==> src/rtl/model_loader.sv <==
// model_loader: receives a framed classifier model over a byte stream
// (BLE/UART), forwards the count and payload bytes to the classifier model
// port, verifies an XOR check byte and gates prediction requests until a
// valid model is loaded.
//
// Frame: SOF_BYTE, N (1..255), P = N*(NUM_FEATURES_IN-1)*2+4 payload bytes,
// check byte = N ^ payload[0] ^ ... ^ payload[P-1].
//
// Ports:
//   clk_in, rst_in        clock, synchronous active-high reset
//   ble_data_in/valid_in  received byte stream (valids >= 2 cycles apart)
//   cfg_data_out/valid_out forwarded byte to the classifier, 1 cycle latency
//   predict_request_in    system request to run a prediction
//   predict_enable_out    request gated by model_ready and not busy
//   model_ready_out       a checksum-valid model is loaded
//   busy_out              a frame is in progress
//   load_error_out        sticky: last frame failed
module model_loader #(
    parameter int unsigned NUM_FEATURES_IN = 16,
    parameter int unsigned TIMEOUT_CYCLES  = 1000000,
    parameter logic [7:0]  SOF_BYTE        = 8'hA5
) (
    input  logic       clk_in,
    input  logic       rst_in,
    input  logic [7:0] ble_data_in,
    input  logic       ble_valid_in,
    output logic [7:0] cfg_data_out,
    output logic       cfg_valid_out,
    input  logic       predict_request_in,
    output logic       predict_enable_out,
    output logic       model_ready_out,
    output logic       busy_out,
    output logic       load_error_out
);

    localparam logic [15:0] COEF_BYTES = 16'(2 * (NUM_FEATURES_IN - 1));
    localparam int unsigned TIMER_W    = $clog2(TIMEOUT_CYCLES + 1);
    localparam logic [TIMER_W-1:0] TIMER_LAST = TIMER_W'(TIMEOUT_CYCLES - 1);

    typedef enum logic [2:0] {
        StIdle,
        StCount,
        StPayload,
        StCheck,
        StFlush
    } state_e;

    state_e             state_q, state_d;
    logic [15:0]        rem_q, rem_d;
    logic [7:0]         acc_q, acc_d;
    logic [TIMER_W-1:0] timer_q, timer_d;
    logic               flush_wait_q, flush_wait_d;
    logic [7:0]         cfg_data_q, cfg_data_d;
    logic               cfg_valid_q, cfg_valid_d;
    logic               ready_q, ready_d;
    logic               error_q, error_d;
    logic               busy_q, busy_d;
    logic               pred_en_q, pred_en_d;

    logic               timed_out;
    logic [15:0]        payload_len;

    assign timed_out   = (timer_q == TIMER_LAST);
    assign payload_len = 16'(ble_data_in) * COEF_BYTES + 16'd4;

    always_comb begin
        state_d      = state_q;
        rem_d        = rem_q;
        acc_d        = acc_q;
        timer_d      = timer_q;
        flush_wait_d = flush_wait_q;
        cfg_data_d   = cfg_data_q;
        cfg_valid_d  = 1'b0;
        ready_d      = ready_q;
        error_d      = error_q;

        unique case (state_q)
            StIdle: begin
                // Keeping the timer clear here gives a clean start in COUNT.
                timer_d = '0;
                if (ble_valid_in && (ble_data_in == SOF_BYTE)) begin
                    state_d = StCount;
                    ready_d = 1'b0;
                    error_d = 1'b0;
                end
            end
            StCount: begin
                if (ble_valid_in) begin
                    timer_d = '0;
                    if (ble_data_in == 8'h00) begin
                        error_d = 1'b1;
                        state_d = StIdle;
                    end else begin
                        cfg_valid_d = 1'b1;
                        cfg_data_d  = ble_data_in;
                        acc_d       = ble_data_in;
                        rem_d       = payload_len;
                        state_d     = StPayload;
                    end
                end else if (timed_out) begin
                    error_d = 1'b1;
                    state_d = StIdle;
                end else begin
                    timer_d = timer_q + TIMER_W'(1);
                end
            end
            StPayload: begin
                if (ble_valid_in) begin
                    timer_d     = '0;
                    cfg_valid_d = 1'b1;
                    cfg_data_d  = ble_data_in;
                    acc_d       = acc_q ^ ble_data_in;
                    rem_d       = rem_q - 16'd1;
                    if (rem_q == 16'd1) begin
                        state_d = StCheck;
                    end
                end else if (timed_out) begin
                    // Pad the classifier up to a full frame before giving up.
                    flush_wait_d = 1'b0;
                    state_d      = StFlush;
                end else begin
                    timer_d = timer_q + TIMER_W'(1);
                end
            end
            StCheck: begin
                if (ble_valid_in) begin
                    timer_d = '0;
                    if (ble_data_in == acc_q) begin
                        ready_d = 1'b1;
                    end else begin
                        error_d = 1'b1;
                    end
                    state_d = StIdle;
                end else if (timed_out) begin
                    error_d = 1'b1;
                    state_d = StIdle;
                end else begin
                    timer_d = timer_q + TIMER_W'(1);
                end
            end
            StFlush: begin
                timer_d = '0;
                if (flush_wait_q) begin
                    flush_wait_d = 1'b0;
                end else if (rem_q == 16'd0) begin
                    error_d = 1'b1;
                    state_d = StIdle;
                end else begin
                    cfg_valid_d  = 1'b1;
                    cfg_data_d   = 8'h00;
                    rem_d        = rem_q - 16'd1;
                    flush_wait_d = 1'b1;
                end
            end
            default: begin
                state_d = StIdle;
            end
        endcase

        busy_d    = (state_d != StIdle);
        pred_en_d = predict_request_in & ready_q & ~busy_q;
    end

    always_ff @(posedge clk_in) begin
        if (rst_in) begin
            state_q      <= StIdle;
            rem_q        <= '0;
            acc_q        <= '0;
            timer_q      <= '0;
            flush_wait_q <= 1'b0;
            cfg_data_q   <= '0;
            cfg_valid_q  <= 1'b0;
            ready_q      <= 1'b0;
            error_q      <= 1'b0;
            busy_q       <= 1'b0;
            pred_en_q    <= 1'b0;
        end else begin
            state_q      <= state_d;
            rem_q        <= rem_d;
            acc_q        <= acc_d;
            timer_q      <= timer_d;
            flush_wait_q <= flush_wait_d;
            cfg_data_q   <= cfg_data_d;
            cfg_valid_q  <= cfg_valid_d;
            ready_q      <= ready_d;
            error_q      <= error_d;
            busy_q       <= busy_d;
            pred_en_q    <= pred_en_d;
        end
    end

    assign cfg_data_out       = cfg_data_q;
    assign cfg_valid_out      = cfg_valid_q;
    assign model_ready_out    = ready_q;
    assign load_error_out     = error_q;
    assign busy_out           = busy_q;
    assign predict_enable_out = pred_en_q;

endmodule

==> config.mk <==
export PLATFORM = sky130hd
export DESIGN_NAME = model_loader
export DESIGN_NICKNAME = d
export VERILOG_FILES = /design/src/rtl/model_loader.sv
export SDC_FILE = /design/constraint.sdc
export NUM_CORES = 1
export LEC_CHECK = 0
export CORE_ASPECT_RATIO = 0.9
export CORE_MARGIN = 3
export CORE_UTILIZATION = 30
export CTS_BUF_LIST = sky130_fd_sc_hd__clkbuf_4 sky130_fd_sc_hd__clkbuf_8
export DETAILED_ROUTE_END_ITERATION = 10
export MAX_ROUTING_LAYER = met4
export PLACE_DENSITY = 0.52
export SETUP_SLACK_MARGIN = 0.3
export SYNTH_ARGS = -nofsm -noshare
export SYNTH_HDL_FRONTEND = slang
export SYNTH_SLANG_ARGS = --single-unit
==> constraint.sdc <==
create_clock -name clk_in -period 4.44 [get_ports clk_in]
set_input_delay 0.666 -clock clk_in [delete_from_list [all_inputs] [get_ports clk_in]]
set_output_delay 0.666 -clock clk_in [all_outputs]
set_load 0.01 [all_outputs]
==> metrics.md <==
| Metric | Value |
|---|---|
| Clk slew on worst S/H paths | `0.07 ns` |
| Mapped Avg Cell Area | `7.97 µm²` |
| Final Setup Violations | `0` |
| Number of global-route vias before repair | `3780` |
| Fmax | `253 MHz` |
| Rel. slew slack | `0.337` |
| Most frequent cells in the layout | `dfxtp_1, nor2_1, nand2_1, a21oi_1, buf_4` |
| Leakage | `1.92 nW` |
| FP Rows | `40` |
| Diode count | `0` |
| Initial antenna violation count | `0` |
| CTS tree | `built` |
| Final design instance area without fill | `5210 µm²` |
| WP data required | `4.73 ns` |
| #FFs+latches synth | `61` |
| Async SR Flop Fraction | `0` |
| Die Width | `131 µm` |
| Bufs on Longest Clock Path | `2` |
| Yosys cell types | `57` |
| Final Cycle Share | `0.890` |
| DP HPWL | `8420 µm` |
| Syn Nets | `583` |
| Main combinational cell family by area after synthesis | `simple AND/OR/NAND/NOR gates` |
| Fin. Hold Viols | `0` |
| Hold Path Class | `reg2reg` |
| Total GRT Usage | `0.147` |
| Number of routed nets with antenna violations | `0` |
| Commonest non-fill, non-tap cell in the layout | `dfxtp_1` |
| Die Y-Extent | `119 µm` |
| PortBufs | `24` |
| Worst EP arrival | `4.24 ns` |
| XOR/XNOR share of the synthesized area | `0.0826` |
| Synth Area in Simple Gates | `0.253` |
| EDFF count, synth | `0` |
| Grt ovf | `0` |
| WHS | `0.422 ns` |
| Status | `finished, final reports clean` |
| Starting Density | `0.313` |
| Peak supply drop | `141 µV` |
| CTS H-tree lvls | `3` |
| Mapped Cells | `532` |
| Compound-gate portion of the synthesized area | `0.189` |
| DP Area | `4900 µm²` |
| Share of post-route cells with drive strength above 1 | `0.126` |
| Seq/Total Area, Yosys | `0.288` |
| Synth area leader | `dfxtp_1` |
| Clock skew | `0.00916 ns` |
| TritonRoute pass-1 iters | `4` |
| Total number of vias | `3957` |
| Routed length per instance | `14.3 µm` |
| Max-cap violations | `0` |
| Latest clock arrival within the worst-skew pair | `0.34 ns` |
| Worst Hold Path Cells | `1` |
| TNS Setup | `0 ns` |
| Fill count | `1434` |
| R2r worst-path depth | `8` |
| Routability cong. | `0.872` |
| Top cells by area, synth | `dfxtp_1, ha_1, fa_1, xnor2_1, nor2_1` |
| Ys flop type | `dfxtp_1` |
| Adder-Cell Fraction of Synth Area | `0.136` |
| # clock sinks | `61` |
| Hold path endpoint | `predict_enable_out$_SDFF_PP0_` |
| Core ar. | `13600 µm²` |
| Pwr/cell area | `319 nW/µm²` |
| Min Tclk post-route | `3.95 ns` |
| Via/cell ratio | `5.09` |
| Post-synth top area share | `0.288` |
| Critical Path Fanout Max | `5` |
| # DRC | `0` |
| RR Startpoint | `rem_q[6]$_SDFFE_PP0P_` |
| # nets final | `635` |
| Root buf cell | `clkbuf_8` |
| Layout area overhead | `22.9%` |
| Yosys warning count | `0` |
| Post-synthesis mux area share | `0` |
| Iter 0 DRT Violations | `253` |
| CTS buffer count | `9` |
| Post-Route WL | `11200 µm` |
| Pin count of the biggest net entering global routing | `39` |
| CP Capture Type | `flop` |
| Slew Limit Fails | `0` |
| Hold_sp | `busy_out$_SDFF_PP0_` |
| First-pass GRT wire length | `18600 µm` |
| Reg2reg setup slack | `1.52 ns` |
| # IOs | `25` |
| Synthesized area | `4240 µm²` |
| Setup crit start kind | `primary input` |
| RR Endpoint | `rem_q[1]$_SDFFE_PP0P_` |
| Critical path type | `in2reg` |
| Unrepaired setup endpoints after global routing | `no` |
| Worst Tran Pin Value | `0.987 ns` |
| Die Area | `15600 µm²` |
kinds of logic after synthesis:
logic type | Yosys count
simple gates | 214
compound gates | 126
flops | 61
buf+inv | 52
xor+xnor | 40
fa+ha+maj | 39
worst max path at each step:
stage                   startpoint                      to  slack (ns)  depth (start not counted)
floorplan           ble_data_in[2]  rem_q[13]$_SDFFE_PP0P_        0.34                         13
global placement    ble_data_in[3]  rem_q[13]$_SDFFE_PP0P_        0.01                         13
detailed placement  ble_data_in[2]  rem_q[13]$_SDFFE_PP0P_       -0.04                         14
CTS                 ble_data_in[3]  rem_q[13]$_SDFFE_PP0P_        0.31                         13
global route        ble_data_in[1]  rem_q[13]$_SDFFE_PP0P_        0.28                         14
finish              ble_data_in[3]  rem_q[13]$_SDFFE_PP0P_        0.49                         13
state kept, by name (all words and copies together) (netlist names):
name,count
rem_q,16
acc_q,8
load_error_out,1
predict_enable_out,1
cfg_valid_out,1
timer_q,20
state_q,3
model_ready_out,1
flush_wait_q,1
busy_out,1
cfg_data_out,8
critical path, stage by stage:
cell and delay (ns):
clkdlybuf4s50_1 0.48, inv_1 0.12, fa_1 0.51, fa_1 0.51, inv_1 0.06, ha_4 0.26
a21o_4 0.23, a21oi_2 0.18, a21boi_0 0.11, o211a_1 0.29, or4_4 0.56, o21ai_2 0.12
o211a_1 0.15
layout make-up:
| type | count | area (µm²) | share of cell area |
|---|---|---|---|
| Clock inverter | 3 | 42.5 | 0.00816 |
| Sequential cell | 61 | 1220 | 0.234 |
| Timing Repair Buffer | 61 | 528 | 0.101 |
| Multi-Input combinational cell | 419 | 2890 | 0.555 |
| Tap cell | 189 | 236 | 0.0454 |
| Clock buffer | 13 | 173 | 0.0331 |
| Inverter | 32 | 120 | 0.0230 |
cell usage after synthesis, types with 2 or more instances:
library cell,count
dfxtp_1,61
nor3b_1,3
a211o_1,2
o22ai_1,6
nand4_1,17
or3_4,2
a21boi_0,3
nor3_1,26
a22oi_1,8
nand4b_1,3
o211a_1,4
o31ai_1,2
and4_1,4
inv_1,32
ha_1,27
and2_1,4
buf_6,2
nor4bb_1,2
a21oi_1,39
xor2_1,13
o31a_1,2
nor2_1,58
xnor2_1,27
or4_1,2
a21o_1,4
nand2b_1,4
nand3_1,15
nor2b_1,4
nor4_1,4
o21ai_0,23
or3_1,6
nand2_1,52
o21ai_1,2
o21bai_1,2
a211oi_1,5
clkbuf_1,16
a31oi_1,7
o211ai_1,9
fa_1,12
report_power, final:
part,total [mW],switching (mW),internal (mW)
Clock,0.534,0.223,0.311
Sequential,0.548,0.000512,0.547
Combinational,0.578,0.293,0.286
Total,1.66,0.517,1.14
timing repair:
item | 4_1_cts | 5_1_grt
setup buffers | 0 | 1
setup endpoints to repair | 0 | 5
hold buffers | 0 | 0
resized for setup | 0 | 19
metal layers:
layer  GRT usage  part of all wire  up-vias
li1            -                 -     1996
met1       0.201              0.49     1848
met2       0.225              0.45      105
met3      0.0328             0.057        8
met4      0.0276            0.0083        0
met5           -                 0        -
through the flow:
| step | setup WS [ns] | util | total power, mW | std cells |
|---|---|---|---|---|
| final | 0.490 | 0.384 | 1.66 | 778 |
| after global routing | 0.282 | 0.384 | 1.76 | 778 |
| after CTS | 0.309 | 0.377 | 1.61 | 777 |
| after detailed placement | -0.0404 | 0.361 | 1.07 | 761 |
| after global placement | 0.00973 | 0.361 | 1.08 | 761 |
| after floorplan | 0.336 | - | 0.873 | 532 |
No activity file was read; power rests on OpenSTA's default activity.
